===== src/rtl/clk_rate_detect.sv =====
// I2S sample-rate / frame-size detector: measures ws period in mclk cycles and sclk edges per frame.
// Optional `CLK_RATE_DET_TIMEOUT_EN: a frame stretching to 1023 mclk raises err and restarts from SYNC.
module clk_rate_detect #(
    parameter int FS48_CNT = 256,
    parameter int FS44_CNT = 279,
    parameter int TOL      = 4,
    parameter int LOCK_CNT = 4
) (
    input  logic mclk,
    input  logic rst_,
    input  logic en,
    input  logic sclk_in,
    input  logic ws_in,
    output logic sclk_rise,
    output logic sclk_fall,
    output logic locked,
    output logic rate_hz48,
    output logic frame32,
    output logic err
);

    typedef enum logic [1:0] {IDLE, SYNC, MEASURE, LOCKED} state_t;

    localparam logic [9:0] CNT_M_MAX = '1;
    localparam logic [6:0] CNT_S_MAX = '1;

    state_t      state;
    logic [3:0]  sclk_sr, ws_sr;
    logic        ws_rise;
    logic [9:0]  cnt_m;
    logic [6:0]  cnt_s;
    logic [7:0]  match_cnt;
    logic [1:0]  ref_class;

    logic [10:0] m_len;
    logic [7:0]  s_len;
    logic        in48, in44, s32, s64, fr_valid, fr_match;
    logic [1:0]  fr_class;
    logic [7:0]  match_nxt;

    // [1:0] resynchronize, [2] is the settled level, [3] its history; strobes are registered
    always_ff @(posedge mclk or negedge rst_) begin
        if (!rst_) begin
            sclk_sr   <= '0;
            ws_sr     <= '0;
            sclk_rise <= 1'b0;
            sclk_fall <= 1'b0;
            ws_rise   <= 1'b0;
        end else begin
            sclk_sr   <= {sclk_sr[2:0], sclk_in};
            ws_sr     <= {ws_sr[2:0], ws_in};
            sclk_rise <= sclk_sr[2] & ~sclk_sr[3];
            sclk_fall <= ~sclk_sr[2] & sclk_sr[3];
            ws_rise   <= ws_sr[2] & ~ws_sr[3];
        end
    end

    // Frame evaluation; an sclk edge coincident with the closing ws edge belongs to this frame
    always_comb begin
        m_len    = {1'b0, cnt_m} + 11'd1;
        s_len    = {1'b0, cnt_s} + {7'd0, sclk_rise};
        in48     = (int'(m_len) >= FS48_CNT - TOL) && (int'(m_len) <= FS48_CNT + TOL);
        in44     = (int'(m_len) >= FS44_CNT - TOL) && (int'(m_len) <= FS44_CNT + TOL);
        s32      = (s_len == 8'd32);
        s64      = (s_len == 8'd64);
        fr_valid = (s32 || s64) && (in48 || in44);
        fr_class = {in48, s64};
        fr_match = fr_valid && (match_cnt != 8'd0) && (fr_class == ref_class);
        if (!fr_valid)
            match_nxt = 8'd0;
        else if (fr_match)
            match_nxt = (match_cnt == 8'hFF) ? match_cnt : match_cnt + 8'd1;
        else
            match_nxt = 8'd1;
    end

    always_ff @(posedge mclk or negedge rst_) begin
        if (!rst_) begin
            state     <= IDLE;
            cnt_m     <= '0;
            cnt_s     <= '0;
            match_cnt <= '0;
            ref_class <= '0;
            locked    <= 1'b0;
            rate_hz48 <= 1'b0;
            frame32   <= 1'b0;
            err       <= 1'b0;
        end else begin
            err <= 1'b0;
            if (!en) begin
                state     <= IDLE;
                cnt_m     <= '0;
                cnt_s     <= '0;
                match_cnt <= '0;
                locked    <= 1'b0;
            end else begin
                case (state)
                    IDLE: state <= SYNC;
                    SYNC: if (ws_rise) begin
                        state     <= MEASURE;
                        cnt_m     <= '0;
                        cnt_s     <= '0;
                        match_cnt <= '0;
                    end
                    default: begin
                        if (ws_rise) begin
                            cnt_m     <= '0;
                            cnt_s     <= '0;
                            match_cnt <= match_nxt;
                            ref_class <= fr_class;
                            if (state == LOCKED) begin
                                // Mismatching frame becomes the new reference
                                if (!fr_match) begin
                                    err    <= 1'b1;
                                    locked <= 1'b0;
                                    state  <= MEASURE;
                                end
                            end else if (int'(match_nxt) >= LOCK_CNT) begin
                                locked    <= 1'b1;
                                rate_hz48 <= fr_class[1];
                                frame32   <= fr_class[0];
                                state     <= LOCKED;
                            end
                        end
`ifdef CLK_RATE_DET_TIMEOUT_EN
                        else if (cnt_m == CNT_M_MAX) begin
                            err       <= 1'b1;
                            locked    <= 1'b0;
                            state     <= SYNC;
                            cnt_m     <= '0;
                            cnt_s     <= '0;
                            match_cnt <= '0;
                        end
`endif
                        else begin
                            if (cnt_m != CNT_M_MAX) cnt_m <= cnt_m + 10'd1;
                            if (sclk_rise && cnt_s != CNT_S_MAX) cnt_s <= cnt_s + 7'd1;
                        end
                    end
                endcase
            end
        end
    end

endmodule


===== config.mk =====
export PLATFORM = sky130hd
export DESIGN_NAME = clk_rate_detect
export DESIGN_NICKNAME = d
export VERILOG_FILES = /design/src/rtl/clk_rate_detect.sv
export SDC_FILE = /design/constraint.sdc
export NUM_CORES = 1
export LEC_CHECK = 0
export ABC_CLOCK_PERIOD_IN_PS = 5100
export CORE_ASPECT_RATIO = 1.2
export CORE_MARGIN = 2
export CORE_UTILIZATION = 25
export CTS_BUF_LIST = sky130_fd_sc_hd__clkbuf_4
export DETAILED_ROUTE_END_ITERATION = 8
export MAX_ROUTING_LAYER = met4
export PLACE_DENSITY = 0.49
export SYNTH_ARGS = -nofsm -noshare
export SYNTH_HDL_FRONTEND = slang
export SYNTH_SLANG_ARGS = --single-unit

===== constraint.sdc =====
create_clock -name mclk -period 5.1 [get_ports mclk]
set_input_delay 0.51 -clock mclk [delete_from_list [all_inputs] [get_ports mclk]]
set_output_delay 0.51 -clock mclk [all_outputs]
set_load 0.05 [all_outputs]

# ---- After elaboration in Yosys (flattened, before gate mapping)
# Cells that the tools add are included.
dict set report word_totals {
  reg_bits 44
  input_bits 5
  word_cells 104
  output_inout_bits 6
}
dict set report classes {
  n_eq_ne 19
  order_cmp 5
  muxes 35
  addsub 5
  n_reduce_logical 18
  bitwise_logic 8
}
# cell n
set op_table {}
lappend op_table {{$mux 8} 6}
lappend op_table {{$mux 10} 4}
lappend op_table {{$mux 7} 4}
lappend op_table {{$le 11x9->1 const B} 2}
lappend op_table {{$pmux 10 s2} 1}
lappend op_table {{$pmux 8 s2} 1}
lappend op_table {{$pmux 7 s2} 1}
lappend op_table {{$mux 2} 6}
lappend op_table {{$ne 3x1->1 const B} 4}
lappend op_table {{$add 10x1->11 const B} 1}
lappend op_table {{$ge 11x8->1 const B} 1}
lappend op_table {{$ge 11x9->1 const B} 1}
lappend op_table {{$mux 1} 11}
lappend op_table {{$add 10x1->10 const B} 1}
lappend op_table {{$ne 10x10->1 const B} 1}
lappend op_table {{$reduce_and 3->1} 3}
lappend op_table {{$add 7x1->8} 1}
lappend op_table {{$add 8x1->8 const B} 1}
lappend op_table {{$eq 8x6->1 const B} 1}
lappend op_table {{$eq 8x7->1 const B} 1}
lappend op_table {{$eq 8x8->1 const B} 1}
lappend op_table {{$ge 8x3->1 const B} 1}
lappend op_table {{$reduce_and 4->1} 2}
lappend op_table {{$reduce_bool 8->1} 1}
lappend op_table {{19 further kinds} 33}

# ---- Longest topological paths before layout
# Gate-level depths: netlist of run 1.
dict set report depth {
  depth_word 15
  depth_mapped 11
  depth_no_buf 9
}

# ---- Worst setup path after synthesis of run 1
# OpenSTA, ideal clock, no wires.
dict set report synth_timing {
  path_type {reg2reg}
  start {reg sclk_rise}
  end {reg frame32}
  synth_period_minus_slack_ps 2931
  n_path_buf 0
  setup_ps 125
  path_slack_ps 2169
  stages_incl_launch_ff 10
  t_required_ps 4975
  t_arrival_ps 2806
  cell_sequence {dfrtp_1 -> ha_1 -> ha_1 -> nor4bb_1 -> a22oi_1 -> a211oi_2 -> xnor2_1 -> nand3b_4 -> nor4b_4 -> mux2_4}
}
dict set report synth_via {
  elab_chain_cells 10
}
# item line
set synth_lines {}
lappend synth_lines {{start: declaration} 14} ;# output logic sclk_rise,
lappend synth_lines {{start signal: assignment} 52} ;# sclk_rise <= sclk_sr[2] & ~sclk_sr[3];
lappend synth_lines {{$add 7x1->8 (*)} 61} ;# s_len = {1'b0, cnt_s} + {7'd0, sclk_rise};
lappend synth_lines {{$eq 8x6->1 / $eq 8x7->1 (equally long branches)} {64, 65}}
lappend synth_lines {{$logic_or 1x1->1} 66} ;# fr_valid = (s32 || s64) && (in48 || in44);
lappend synth_lines {{$logic_and 1x1->1} 66}
lappend synth_lines {{$logic_and 1x1->1 (2 in a row)} 68} ;# fr_match = fr_valid && (match_cnt != 8'd0) && (fr_class == ref_class);
lappend synth_lines {{$mux 8} 71} ;# else if (fr_match)
lappend synth_lines {{$mux 8} 69} ;# if (!fr_valid)
lappend synth_lines {{$ge 8x3->1} 118} ;# end else if (int'(match_nxt) >= LOCK_CNT) begin
lappend synth_lines {{$reduce_and 5->1 (no source line)} --}
lappend synth_lines {{end signal: assignment} 121} ;# frame32 <= fr_class[0];
lappend synth_lines {{end: declaration} 18} ;# output logic frame32,
# Every way passes the cells marked *; elsewhere a longest branch is shown, timed or not.
# A chain may end at the register's enable or synchronous reset.

# ---- Final worst setup path of run 1
dict set report layout_timing {
  start {reg cnt_m[0]}
  end {reg frame32}
}
dict set report layout_via {
  elab_chain_cells 11
}
# item line
set layout_lines {}
lappend layout_lines {{start: declaration} 30} ;# logic [9:0] cnt_m;
lappend layout_lines {{start signal: assignment} 136} ;# if (cnt_m != CNT_M_MAX) cnt_m <= cnt_m + 10'd1;
lappend layout_lines {{$add 10x1->11 (*)} 60} ;# m_len = {1'b0, cnt_m} + 11'd1;
lappend layout_lines {{$ge 11x8->1, or another cell as far along} 62} ;# in48 = (int'(m_len) >= FS48_CNT - TOL) && (int'(m_len) <= FS48_CNT + TOL);
lappend layout_lines {{$logic_and 1x1->1 (on tied branches)} {62, 63}}
lappend layout_lines {{$logic_or 1x1->1} 66}
lappend layout_lines {{$logic_and 1x1->1} 66}
lappend layout_lines {{$logic_and 1x1->1 (2 in a row)} 68}
lappend layout_lines {{$mux 8} 71}
lappend layout_lines {{$mux 8 (*)} 69}
lappend layout_lines {{$ge 8x3->1 (*)} 118}
lappend layout_lines {{$reduce_and 5->1 (no source line) (*)} --}
# Marks and branches as above.

==> impl_metrics.py, run 1 <==
metrics = {
    "status": {
        "outcome": "completed",
    },
    "sta": {
        "grt_setup_unrepaired": "false",
        "relSlewSlack_pct": 31.7,
        "finalSetupTns_ns": 0,
        "setup_viol_count_final": 0,
        "setup_slack_ns": 1.97,
        "fin_crit_sh_pct": 61.3,
        "fin_crit_ns": 3.13,
        "max_freq_mhz": 320,
        "worst_pin_slew_ns": 1.02,
        "slew_violations": 0,
        "clock_skew_ns": 0.00816,
        "hold_viol": 0,
    },
    "setup_path": {
        "worst_path_max_delay_cell": "dfrtp_1",
        "cp.depth": 8,
        "worst_setup_path_end_kind": "flop",
        "reg2reg_from": "cnt_m[0]",
        "cp_slowest_stage_delay_ns": 0.50,
        "crit_buf_inv": 0,
        "rr_worst_depth": 8,
        "startpoint_type": "flop",
        "crit-reg2reg-capture": "frame32",
        "critical_path.top_delay_family": "simple AND/OR/NAND/NOR gates",
        "startpoint": "cnt_m[0]",
        "worstPathCellList": "ha_1 > nand3_1 > nor4_1 > o21ai_1 > o32ai_4 > a22oi_4 > nor4b_4 > mux2_4",
        "crit_type": "flop to flop",
        "r2r_setup_slack_ns": 1.97,
        "arrival_ns": 3.39,
        "cp.required_ns": 5.36,
        "critPathMaxFanout": 18,
    },
    "synthesis": {
        "synth_cells": 307,
        "ys.flop_type": "dfrtp_1",
        "ys_top_cells_by_count": "dfrtp_1 (44), nand2_1 (23), o21ai_0 (21)",
        "synth_nets": 319,
        "yosysWarnings": 0,
        "synth.cell_area_sq_um": 2960,
        "yosysTopAreaCellShare_pct": 37.2,
        "ys_ff_latch": 44,
        "yosysUniqueCellTypes": 72,
        "synth.area.top_cells": "dfrtp_1 (37%), o21ai_0 (3.6%), ha_1 (3.0%)",
        "yosysMostFrequentCell": "dfrtp_1",
        "syn_area_per_cell_sq_um": 9.63,
        "synth_edf_count": 0,
        "async_flop_share_pct": 100,
        "synth_largest_area_cell": "dfrtp_1",
        "ys_seq_area_share_pct": 37.2,
    },
    "power_and_ir_drop": {
        "max-vdd-ir-drop_mv": 0.0724,
        "power.total_w": 0.000596,
        "p_leak_nw": 1.22,
        "powerDensity_nw_per_um2": 189,
    },
    "cells_and_area": {
        "postLayoutCellArea_sq_um": 3150,
        "antenna_cells": 0,
        "nets": 314,
        "drive_gt1_share_pct": 12.2,
        "area_growth_pct": 6.60,
        "fillers": 1228,
    },
    "route": {
        "antenna_left": 0,
        "first_iter_violations": 87,
        "wl_mm": 6.50,
        "drc": 0,
        "routed_via_density": 4.98,
        "vias": 2290,
        "drtPass1Iterations": 4,
        "wire_per_inst_um": 14.1,
    },
    "global_route": {
        "grt_pass1_wl_mm": 11.0,
        "antenna_found_initial": 0,
        "grt_max_degree": 45,
        "grt_pass1_vias": 2139,
        "grt_overflow_total": 0,
        "grtUsageTotal_pct": 11.1,
    },
    "clock_network": {
        "post_cts_buffers": 0,
        "htreeDepth": 2,
        "clk_pin_slew_ns": 0.14,
        "cts-resized-gates": 0,
        "root_buffer": "clkbuf_4",
        "insertion_delay_ns": 0.36,
        "cts_tree": "yes",
        "cts.sinks": 44,
        "ctsHoldBuffers": 0,
        "numCtsBuffers": 5,
        "clk_path_buf_depth": 2,
    },
    "placed_design": {
        "dpl_cell_area_sq_um": 3100,
        "pre_cts_slack_ns": 1.99,
        "gp_routability_congestion": 0.850,
        "numPortBuffers": 10,
        "place_hpwl_mm": 4.48,
    },
    "floorplanning": {
        "num_rows": 43,
        "die_w_um": 103,
        "die_h_um": 123,
        "io_pins": 11,
        "core_area_sq_um": 11600,
        "dieArea_sq_um": 12700,
        "initial_utilization_pct": 25.6,
    },
    "run": {
        "cap_violations": 0,
    },
    "worst_hold_path": {
        "hp-class": "input pin to asynchronous set/reset pin",
    },
}
[cell families after synthesis]
group | count (synthesis) | share of synthesized area, %
muxes | 8 | 3.00
buffers and inverters | 34 | 6.51
AOI/OAI and AO/OA | 81 | 20.6
adders and majority gates | 7 | 2.96
xor gates and xnor gates | 12 | 3.55
and+or+nand+nor | 121 | 26.1
DFF | 44 | 37.2
[layer usage]
metal / track usage [%] / vias to the layer above / share of wire (%)
met3: 1.87 / 8 / 2.6
met1: 14.9 / 1122 / 49
li1: - / 1123 / -
met5: - / - / 0
met4: 2.71 / 0 / 0.94
met2: 17.5 / 37 / 48
[area by class of cell]
class | count | area (sq um) | area share (%)
well taps | 157 | 196 | 6.23
flip-flops and latches | 44 | 1100 | 34.9
multi-input cells | 229 | 1660 | 52.8
repair buffers | 10 | 95.1 | 3.02
clock buffers | 5 | 37.5 | 1.19
inverters | 12 | 45.0 | 1.43
clock inverters | 3 | 13.8 | 0.437
[worst max-delay path by stage]
stage                         end  slack (ns)
after floorplan           frame32        2.17
after global routing      frame32        1.70
final                     frame32        1.97
after global placement    frame32        2.09
after detailed placement  frame32        1.99
after CTS                 frame32        1.97
[where the power goes]
part / internal, W / total, W / leakage, nW / switching (W)
registers: 0.000358 / 0.000369 / 0.584 / 0.0000112
clock network: 0.0000509 / 0.000170 / 0.0324 / 0.000119
logic: 0.0000197 / 0.0000571 / 0.602 / 0.0000374
[placed cells by master, fill, tap and decap left out, drive strengths merged, types with 5 or more instances in the layout]
cell type,synthesis,routed
dfrtp,44,44
nand2,24,24
o21ai,24,24
nor2,17,17
nand3,16,16
inv,12,12
nor4,11,11
xnor2,9,9
clkdlybuf4s50,0,9
and3,8,8
o31ai,8,8
nor2b,7,7
a21oi,7,7
ha,7,7
o41ai,6,6
and2,6,6
nor3,5,5
o22a,5,5
clkbuf,7,5
a31oi,5,5
[sequential cells by signal, indices dropped and copies added (netlist names), 2 cells and up]
signal     count
cnt_s          7
sclk_sr        4
match_cnt      8
state          2
ws_sr          4
ref_class      2
cnt_m         10
[per-stage QoR]
stage / utilization, % / cells / hold slack [ns]
after floorplan: - / 307 / 0.214
after global placement: 26.8 / 452 / 0.336
after detailed placement: 26.8 / 452 / 0.335
after CTS: 27.3 / 460 / 0.350
after global routing: 27.3 / 460 / 0.372
final: 27.3 / 460 / 0.315
No activity file was read; power rests on OpenSTA's default activity.
==> run 2, diff against run 1 <==
--- a/config.mk
+++ b/config.mk
@@ -5,14 +5,14 @@
 export SDC_FILE = /design/constraint.sdc
 export NUM_CORES = 1
 export LEC_CHECK = 0
-export ABC_CLOCK_PERIOD_IN_PS = 5100
+export ABC_CLOCK_PERIOD_IN_PS = 2630
 export CORE_ASPECT_RATIO = 1.2
 export CORE_MARGIN = 2
 export CORE_UTILIZATION = 25
 export CTS_BUF_LIST = sky130_fd_sc_hd__clkbuf_4
 export DETAILED_ROUTE_END_ITERATION = 8
 export MAX_ROUTING_LAYER = met4
-export PLACE_DENSITY = 0.49
+export PLACE_DENSITY = 0.51
 export SYNTH_ARGS = -nofsm -noshare
 export SYNTH_HDL_FRONTEND = slang
 export SYNTH_SLANG_ARGS = --single-unit
==> constraint.sdc (replaced) <==
create_clock -name mclk -period 2.63 [get_ports mclk]
set_input_delay 0.263 -clock mclk [delete_from_list [all_inputs] [get_ports mclk]]
set_output_delay 0.263 -clock mclk [all_outputs]
set_load 0.05 [all_outputs]
==> impl_metrics.py, run 2 (synthesized netlist as in run 1, its figures left out) <==
metrics = {
    "clock_network": {
        "numCtsBuffers": 5,
        "root_buffer": "clkbuf_4",
        "clk_pin_slew_ns": 0.15,
        "clk_path_buf_depth": 2,
        "cts.sinks": 44,
        "cts_tree": "yes",
        "insertion_delay_ns": 0.36,
        "htreeDepth": 2,
    },
    "power_and_ir_drop": {
        "p_leak_nw": 1.51,
        "power.total_w": 0.00133,
        "max-vdd-ir-drop_mv": 0.147,
        "powerDensity_nw_per_um2": 347,
    },
    "floorplanning": {
        "io_pins": 11,
        "num_rows": 43,
        "die_h_um": 123,
        "dieArea_sq_um": 12700,
        "initial_utilization_pct": 25.6,
        "core_area_sq_um": 11600,
        "die_w_um": 103,
    },
    "cells_and_area": {
        "fin_cells": 503,
        "largest_reg_flops": 10,
        "drive_gt1_share_pct": 29.8,
        "top_register": "cnt_m",
        "antenna_cells": 0,
        "area_growth_pct": 29.3,
        "final_common_cell": "dfrtp_1",
        "nets": 357,
        "reg_top3": "cnt_m x10, match_cnt x8, cnt_s x7",
        "final_cell_mix": "dfrtp_1 (41), buf_4 (36), nand2_1 (23)",
    },
    "sta": {
        "fin_crit_sh_pct": 99.3,
        "hold_viol": 0,
        "fin_crit_ns": 2.61,
        "grt_setup_unrepaired": "true",
        "setup_viol_count_final": 0,
        "timing.hold.ws_ns": 0.325,
        "clock_skew_ns": 0.00931,
        "relSlewSlack_pct": 52.4,
        "max_freq_mhz": 383,
        "slew_violations": 0,
        "finalSetupTns_ns": 0,
        "worst_pin_slew_ns": 0.705,
    },
    "setup_path": {
        "cp.required_ns": 2.90,
        "worst_setup_path_end_kind": "flop",
        "arrival_ns": 2.88,
        "critPathMaxFanout": 4,
        "crit_type": "flop to flop",
        "startpoint_type": "flop",
    },
    "placed_design": {
        "place_hpwl_mm": 5.07,
        "gp_routability_congestion": 0.852,
        "numPortBuffers": 10,
        "placed_cells": 487,
    },
    "route": {
        "routed_via_density": 4.92,
        "first_iter_violations": 74,
        "antenna_left": 0,
        "drtPass1Iterations": 4,
        "drc": 0,
        "wire_per_inst_um": 14.7,
        "wl_mm": 7.37,
        "vias": 2473,
    },
    "global_route": {
        "antenna_found_initial": 0,
        "grt_overflow_total": 0,
        "grtUsageTotal_pct": 12.1,
        "grt_pass1_wl_mm": 12.0,
        "grt_max_degree": 18,
        "grt_pass1_vias": 2461,
    },
    "worst_hold_path": {
        "hp-class": "input pin to flop",
    },
    "status": {
        "outcome": "completed",
    },
    "run": {
        "cap_violations": 0,
    },
}
-- run 2: final timing paths --
path / cells after the start / endpoint / slack, ns / startpoint
min reg2reg: 0 / ws_sr[2] / 0.36 / ws_sr[1]
max reg2reg: 9 / frame32 / 0.02 / sclk_rise
min: 1 / ws_sr[0] / 0.33 / ws_in
min in group asynchronous: 2 / match_cnt[4] / 0.36 / rst_
max: 9 / frame32 / 0.02 / sclk_rise
max in group asynchronous: 3 / sclk_rise / 1.69 / rst_
-- run 2: area by class of cell --
cell class | count | area [sq um]
Clock buffer | 5 | 37.5
Sequential cell | 44 | 1100
Fill cell | 1182 | 7740
Tap cell | 157 | 196
Multi-Input combinational cell | 229 | 1910
Timing Repair Buffer | 53 | 488
Inverter | 12 | 45.0
Clock inverter | 3 | 42.5
-- run 2: critical path, stage by stage, from the launching register on --
cell and delay (ns):
dfrtp_2 0.45, ha_4 0.18, ha_4 0.23, nor4bb_4 0.28
a22oi_2 0.15, a211oi_4 0.29, xnor2_2 0.17, nand3b_4 0.13
nor4b_4 0.32, mux2_4 0.33
-- run 2: where the power goes --
group	leakage [nW]	internal (W)	total, W	switching (W)
combinational	0.892	0.0000723	0.000167	0.0000947
clock	0.0428	0.000199	0.000446	0.000247
sequential	0.579	0.000694	0.000713	0.0000189
total	1.51	0.000965	0.00133	0.000360
-- run 2: metrics by stage --
stage | util (%) | worst slack, ns | area [sq um]
after global placement | 29.6 | 0.00583 | 3420
final | 33.1 | 0.0197 | 3820
after CTS | 30.5 | 0.0163 | 3530
after detailed placement | 29.6 | -0.0341 | 3420
after floorplan | - | -0.103 | 3000
after global routing | 33.1 | -0.0876 | 3820
-- run 2: per-layer routing --
layer  global-route usage (%)  up-vias  part of all wire, %
met4                     3.04        0                  1.0
met1                     15.0     1230                   45
li1                         -     1214                    -
met5                        -        -                    0
met3                     1.92        6                  1.5
met2                     20.7       23                   53
-- run 2: timing repair --
action,in CTS,in global routing
hold buffers,1,0
pin swaps,5,17
buffers inserted,1,4
gates cloned,0,2
setup endpoints to repair,4,12
hold endpoints to repair,15,0
gates resized for setup,3,35
